$ cat config.mk
export PLATFORM = sky130hd
export DESIGN_NAME = uart_rx_fifo
export DESIGN_NICKNAME = d
export VERILOG_FILES = /design/src/rtl/uart_rx_fifo.sv
export SDC_FILE = /design/constraint.sdc
export NUM_CORES = 1
export LEC_CHECK = 0
export BUFFER_PORTS_ARGS = -buffer_cell sky130_fd_sc_hd__buf_2
export CAP_MARGIN = 20
export CORE_MARGIN = 2
export CORE_UTILIZATION = 54
export CTS_CLUSTER_SIZE = 20
export DETAILED_ROUTE_END_ITERATION = 10
export PLACE_DENSITY = 0.7
export SYNTH_ARGS = -nofsm -noshare
export SYNTH_HDL_FRONTEND = slang
export SYNTH_SLANG_ARGS = --single-unit
$ cat constraint.sdc
create_clock -name clk -period 6.8 [get_ports clk]
set_clock_uncertainty 0.2 [all_clocks]
set_input_delay 1.36 -clock clk [delete_from_list [all_inputs] [get_ports clk]]
set_output_delay 1.36 -clock clk [all_outputs]
set_load 0.005 [all_outputs]
$ cat src/rtl/uart_rx_fifo.sv
// uart_rx_fifo: 16x oversampled 8N1 UART receiver feeding a byte FIFO.
// Define UART_RX_PARITY_EN for 8E1 frames and the parity_err output.
module uart_rx_fifo #(
    parameter int unsigned DIV        = 27,
    parameter int unsigned FIFO_DEPTH = 16
) (
    input  logic       clk,
    input  logic       reset,
    input  logic       rx,
    input  logic       rd_en,
    output logic [7:0] d_out,
    output logic       rx_empty,
    output logic       rx_full,
    output logic       frame_err,
`ifdef UART_RX_PARITY_EN
    output logic       parity_err,
`endif
    output logic       overrun
);

    localparam int unsigned TW = (DIV > 1) ? $clog2(DIV) : 1;
    localparam int unsigned AW = $clog2(FIFO_DEPTH);
    localparam logic [TW-1:0] TICK_LAST = TW'(DIV - 1);
    localparam logic [AW:0]   DEPTH_C   = (AW + 1)'(FIFO_DEPTH);

`ifdef UART_RX_PARITY_EN
    typedef enum logic [2:0] {IDLE, START, DATA, PARITY, STOP} state_t;
`else
    typedef enum logic [2:0] {IDLE, START, DATA, STOP} state_t;
`endif

    state_t         state;
    logic           rx_q1;
    logic           rx_s;
    logic [TW-1:0]  tick_cnt;
    logic           tick;
    logic           tick_clr;
    logic [3:0]     os_cnt;
    logic [2:0]     bit_cnt;
    logic [7:0]     shreg;
    logic           push_req;
`ifdef UART_RX_PARITY_EN
    logic           par_bit;
`endif

    logic [7:0]     mem [FIFO_DEPTH];
    logic [AW-1:0]  wr_ptr;
    logic [AW-1:0]  rd_ptr;
    logic [AW:0]    count;
    logic [AW:0]    count_nx;
    logic           do_push;
    logic           do_pop;

    assign tick     = (tick_cnt == TICK_LAST);
    assign tick_clr = (state == IDLE) && !rx_s;
    assign do_pop   = rd_en && (count != '0);
    assign do_push  = push_req && ((count != DEPTH_C) || do_pop);

    // Two-flop synchroniser; idles high so reset never looks like a start bit
    always_ff @(posedge clk or negedge reset) begin
        if (!reset) begin
            rx_q1 <= 1'b1;
            rx_s  <= 1'b1;
        end else begin
            rx_q1 <= rx;
            rx_s  <= rx_q1;
        end
    end

    // Oversample tick divider, re-phased on each detected start edge
    always_ff @(posedge clk or negedge reset) begin
        if (!reset) begin
            tick_cnt <= '0;
        end else if (tick_clr || tick) begin
            tick_cnt <= '0;
        end else begin
            tick_cnt <= tick_cnt + TW'(1);
        end
    end

    // Receive FSM: mid-bit sampling, framing checks, push request
    always_ff @(posedge clk or negedge reset) begin
        if (!reset) begin
            state     <= IDLE;
            os_cnt    <= '0;
            bit_cnt   <= '0;
            shreg     <= '0;
            push_req  <= 1'b0;
            frame_err <= 1'b0;
`ifdef UART_RX_PARITY_EN
            par_bit    <= 1'b0;
            parity_err <= 1'b0;
`endif
        end else begin
            push_req  <= 1'b0;
            frame_err <= 1'b0;
`ifdef UART_RX_PARITY_EN
            parity_err <= 1'b0;
`endif
            unique case (state)
                IDLE: begin
                    if (!rx_s) begin
                        state  <= START;
                        os_cnt <= '0;
                    end
                end
                START: begin
                    if (tick) begin
                        if (os_cnt == 4'd7) begin
                            os_cnt  <= '0;
                            bit_cnt <= '0;
                            state   <= rx_s ? IDLE : DATA;
                        end else begin
                            os_cnt <= os_cnt + 4'd1;
                        end
                    end
                end
                DATA: begin
                    if (tick) begin
                        os_cnt <= os_cnt + 4'd1;
                        if (os_cnt == 4'd15) begin
                            shreg   <= {rx_s, shreg[7:1]};
                            bit_cnt <= bit_cnt + 3'd1;
                            if (bit_cnt == 3'd7) begin
`ifdef UART_RX_PARITY_EN
                                state <= PARITY;
`else
                                state <= STOP;
`endif
                            end
                        end
                    end
                end
`ifdef UART_RX_PARITY_EN
                PARITY: begin
                    if (tick) begin
                        os_cnt <= os_cnt + 4'd1;
                        if (os_cnt == 4'd15) begin
                            par_bit <= rx_s;
                            state   <= STOP;
                        end
                    end
                end
`endif
                STOP: begin
                    if (tick) begin
                        os_cnt <= os_cnt + 4'd1;
                        if (os_cnt == 4'd15) begin
                            state     <= IDLE;
                            frame_err <= !rx_s;
`ifdef UART_RX_PARITY_EN
                            parity_err <= ^{shreg, par_bit};
                            push_req   <= rx_s && !(^{shreg, par_bit});
`else
                            push_req  <= rx_s;
`endif
                        end
                    end
                end
                default: state <= IDLE;
            endcase
        end
    end

    // Next occupancy after this edge's push/pop
    always_comb begin
        count_nx = count;
        if (do_push && !do_pop) begin
            count_nx = count + (AW + 1)'(1);
        end else if (do_pop && !do_push) begin
            count_nx = count - (AW + 1)'(1);
        end
    end

    // FIFO storage; contents need no reset
    always_ff @(posedge clk) begin
        if (do_push) begin
            mem[wr_ptr] <= shreg;
        end
    end

    // FIFO pointers, read data and registered flags
    always_ff @(posedge clk or negedge reset) begin
        if (!reset) begin
            wr_ptr   <= '0;
            rd_ptr   <= '0;
            count    <= '0;
            d_out    <= 8'h00;
            rx_empty <= 1'b1;
            rx_full  <= 1'b0;
            overrun  <= 1'b0;
        end else begin
            overrun <= push_req && (count == DEPTH_C) && !rd_en;
            if (do_push) begin
                wr_ptr <= wr_ptr + AW'(1);
            end
            if (do_pop) begin
                d_out  <= mem[rd_ptr];
                rd_ptr <= rd_ptr + AW'(1);
            end
            count    <= count_nx;
            rx_empty <= (count_nx == '0);
            rx_full  <= (count_nx == DEPTH_C);
        end
    end

endmodule

==> results by group <==
Setup path
  – Reg2Reg Launch Point: count[0]$_DFF_PN0_
  – Worst Path Max Fanout: 8
  – Worst setup path class: primary input to flip-flop
  – Arrival @ worst endpoint: 2.83 ns
  – Critical-path cell list: buf_2 -> o31a_2 -> nand2_1 -> nor3_1
  – CP endpoint kind: flip-flop
  – Slowest cell on crit path: nor3_1
  – Max incr delay on CP: 0.81 ns
  – Required time worst endpoint: 6.63 ns
  – Setup crit end: mem[3][7]$_DFFE_PP_
  – Flop-to-flop setup slack: 3.93 ns
  – Worst R2R Path Depth: 6
  – Critical Path Start Type: primary input
  – Setup crit start: rd_en
  – FF-to-FF End: mem[3][7]$_DFFE_PP_

Synthesis
  – Share of the synthesized area in the top cell type: 0.530
  – Syn_nets: 444
  – Cell taking the most area after synthesis: edfxtp_1
  – Number of distinct library cells after synthesis: 46
  – Most used DFF post-synth: edfxtp_1
  – Ys Warns: 0
  – Top cells by area, synth: edfxtp_1 (53%), dfrtp_1 (16%), mux4_2 (10%), mux2_2 (2.5%), ha_1 (2.1%)
  – Synthesized area: 7250 um^2
  – Syn_area_per_cell: 16.9 um^2
  – Yosys reg bits: 178
  – Register area share after synthesis: 0.704
  – Post-Synthesis Cells: 428
  – Post-synth EDFFs: 128
  – Post-synth ARST share: 0.281

Drt
  – Residual DRC: 0
  – Antenna Nets Post-Route: 0
  – Total number of vias: 3,692
  – Avg WL per Cell: 20.5 um
  – Drt first-iter violations: 437
  – Final WL: 13,100 um
  – Vias per cell: 5.77
  – DRT Pass-1 Iters: 4

Floorplanning
  – CORE AREA: 13,200 um^2
  – Die Area: 14,400 um^2
  – Die H: 120 um
  – Starting density of the core: 0.549
  – Row count: 42
  – Die Wd: 120 um
  – IO Count: 16

Global route
  – First-pass GRT wire length: 20,900 um
  – Pin count of the biggest net entering global routing: 51
  – Vias in the first global route: 3,737
  – Initial antenna violation count: 0
  – Total global routing overflow: 0
  – Overall routing resource usage: 0.200

Final layout
  – Commonest non-fill, non-tap cell in the layout: edfxtp_1
  – NumNets Final: 467
  – Diodes inserted: 0
  – Area delta synth->final: 11.8%
  – Leading cell types in the layout, fill and taps excluded: edfxtp_1 (128), dfrtp_1 (47), mux4_2 (33)
  – Share of cells above drive strength 1: 0.250
  – Finished Core Util: 0.614

Clocking
  – CTS sink cnt: 178
  – CTS tree: yes
  – Post-CTS Hold Buffers: 0
  – Clk root buf: clkbuf_16
  – Clock transition at path regs: 0.06 ns
  – Post-CTS Setup Bufs: 0
  – CTS max path bufs: 2
  – Post-CTS resize count: 0
  – Total CTS buffers: 17
  – Clock latency on the worst-skew pair: 0.42 ns
  – Max H-tree Level: 4

Flow run
  – Max_cap viols: 0

STA
  – Post-Route Setup TNS: 0 ns
  – Max Freq: 0.334 GHz
  – Rel. slew slack: 0.317
  – Setup Viol. Count Final: 0
  – Max-slew violation count: 0
  – Worst-margin pin slew: 1.02 ns
  – Min Tclk post-route: 3.00 ns
  – Ratio of final minimum period to clock period: 0.441
  – RSZ-0062 raised after global routing: false
  – Final Hold Vio Count: 0
  – Hold slack: 0.164 ns

Placed design
  – Port Buf Inserts: 15
  – Gp weighted congestion: 0.793
  – HPWL Detailed: 8430 um

Pwr
  – Power per cell area: 318 nW/um^2
  – Clock group share of total power: 0.363
  – Sw frac: 0.254
  – Pint: 1.92 mW
  – Leak: 3.25 nW
  – Comb pwr share: 0.152
  – Seq pwr share: 0.485
  – Sw Pwr: 0.654 mW
  – Worst vdd ir: 179 uV

Status
  – Outcome: finished, final reports clean

Worst hold path
  – Worst Hold Class: flip-flop to flip-flop
  – Worst Hold Path Cells: 0
how the worst min path moves through the flow:
stage                           to  slack, ns             from
global placement    rx_s$_DFF_PN1_       0.15  rx_q1$_DFF_PN1_
global route        rx_s$_DFF_PN1_       0.17  rx_q1$_DFF_PN1_
floorplan           rx_s$_DFF_PN1_       0.15  rx_q1$_DFF_PN1_
finish              rx_s$_DFF_PN1_       0.16  rx_q1$_DFF_PN1_
CTS                 rx_s$_DFF_PN1_       0.17  rx_q1$_DFF_PN1_
detailed placement  rx_s$_DFF_PN1_       0.16  rx_q1$_DFF_PN1_
routing by layer:
| layer | share of wire | global-route usage | vias to the layer above | wire [um] |
|---|---|---|---|---|
| met5 | 0 | 0 | - | 0 |
| met4 | 0.019 | 0.0684 | 0 | 246 |
| met3 | 0.053 | 0.0494 | 19 | 689 |
| met2 | 0.52 | 0.329 | 116 | 6800 |
| met1 | 0.41 | 0.265 | 1875 | 5380 |
| li1 | - | - | 1682 | - |
area by class of cell:
cell class	count	area (um^2)
Tap cell	176	220
Timing Repair Buffer	22	125
Clock buffer	23	518
Clock inverter	9	65.1
Fill cell	939	5090
Multi-Input combinational cell	221	2030
Inverter	11	41.3
Sequential cell	178	5100
critical path, delay by kind of cell:
kind	cells	cell delay (ns)
AND/OR/NAND/NOR	2	0.99
AO/OA/AOI/OAI	1	0.29
buffers and inverters	1	0.18
Yosys cell counts (all sizes together) (2+ instances only):
cell / count
o21a: 2
o21ai: 22
xnor2: 10
nor3: 6
buf: 10
nor4: 3
o22ai: 2
dfstp: 3
a21oi: 7
mux2i: 10
mux4: 33
dfrtp: 47
a22oi: 2
nand4: 3
nor2: 31
nand3b: 3
ha: 12
nand3: 5
clkbuf: 8
xor2: 2
inv: 11
edfxtp: 128
nand2b: 3
mux2: 16
nand2: 31
per-stage QoR:
| step | area [um^2] | std cells | worst slack (ns) | power [mW] |
|---|---|---|---|---|
| floorplan | 7250 | 428 | 3.73 | 1.58 |
| global placement | 7500 | 605 | 3.35 | 1.66 |
| detailed placement | 7500 | 605 | 3.30 | 1.67 |
| CTS | 8080 | 637 | 3.74 | 2.61 |
| global route | 8100 | 640 | 3.65 | 2.69 |
| finish | 8100 | 640 | 3.80 | 2.58 |
state kept, by name, indices dropped and copies added, names as in the netlist, 4 cells and up:
name,cells
mem,128
d_out,8
shreg,8
count,5
tick_cnt,5
os_cnt,4
rd_ptr,4
wr_ptr,4
power groups by stage:
stage | combinational [mW] | clock, mW | sequential (mW)
2_1_floorplan | 0.318 | 0 | 1.26
3_3_place_gp | 0.392 | 0 | 1.27
3_5_place_dp | 0.402 | 0 | 1.27
4_1_cts | 0.404 | 0.952 | 1.25
5_1_grt | 0.437 | 0.997 | 1.26
6_report | 0.392 | 0.936 | 1.25
cell families after synthesis:
group | after synthesis | share of synthesized area
AO/OA/AOI/OAI | 44 | 0.0406
XOR/XNOR | 12 | 0.0145
adder cells (fa/ha/maj) | 12 | 0.0207
buffers and inverters | 29 | 0.0162
AND/OR/NAND/NOR | 94 | 0.0632
multiplexers | 59 | 0.141
flip-flops | 178 | 0.704
Power figures use the tool's default switching activity.
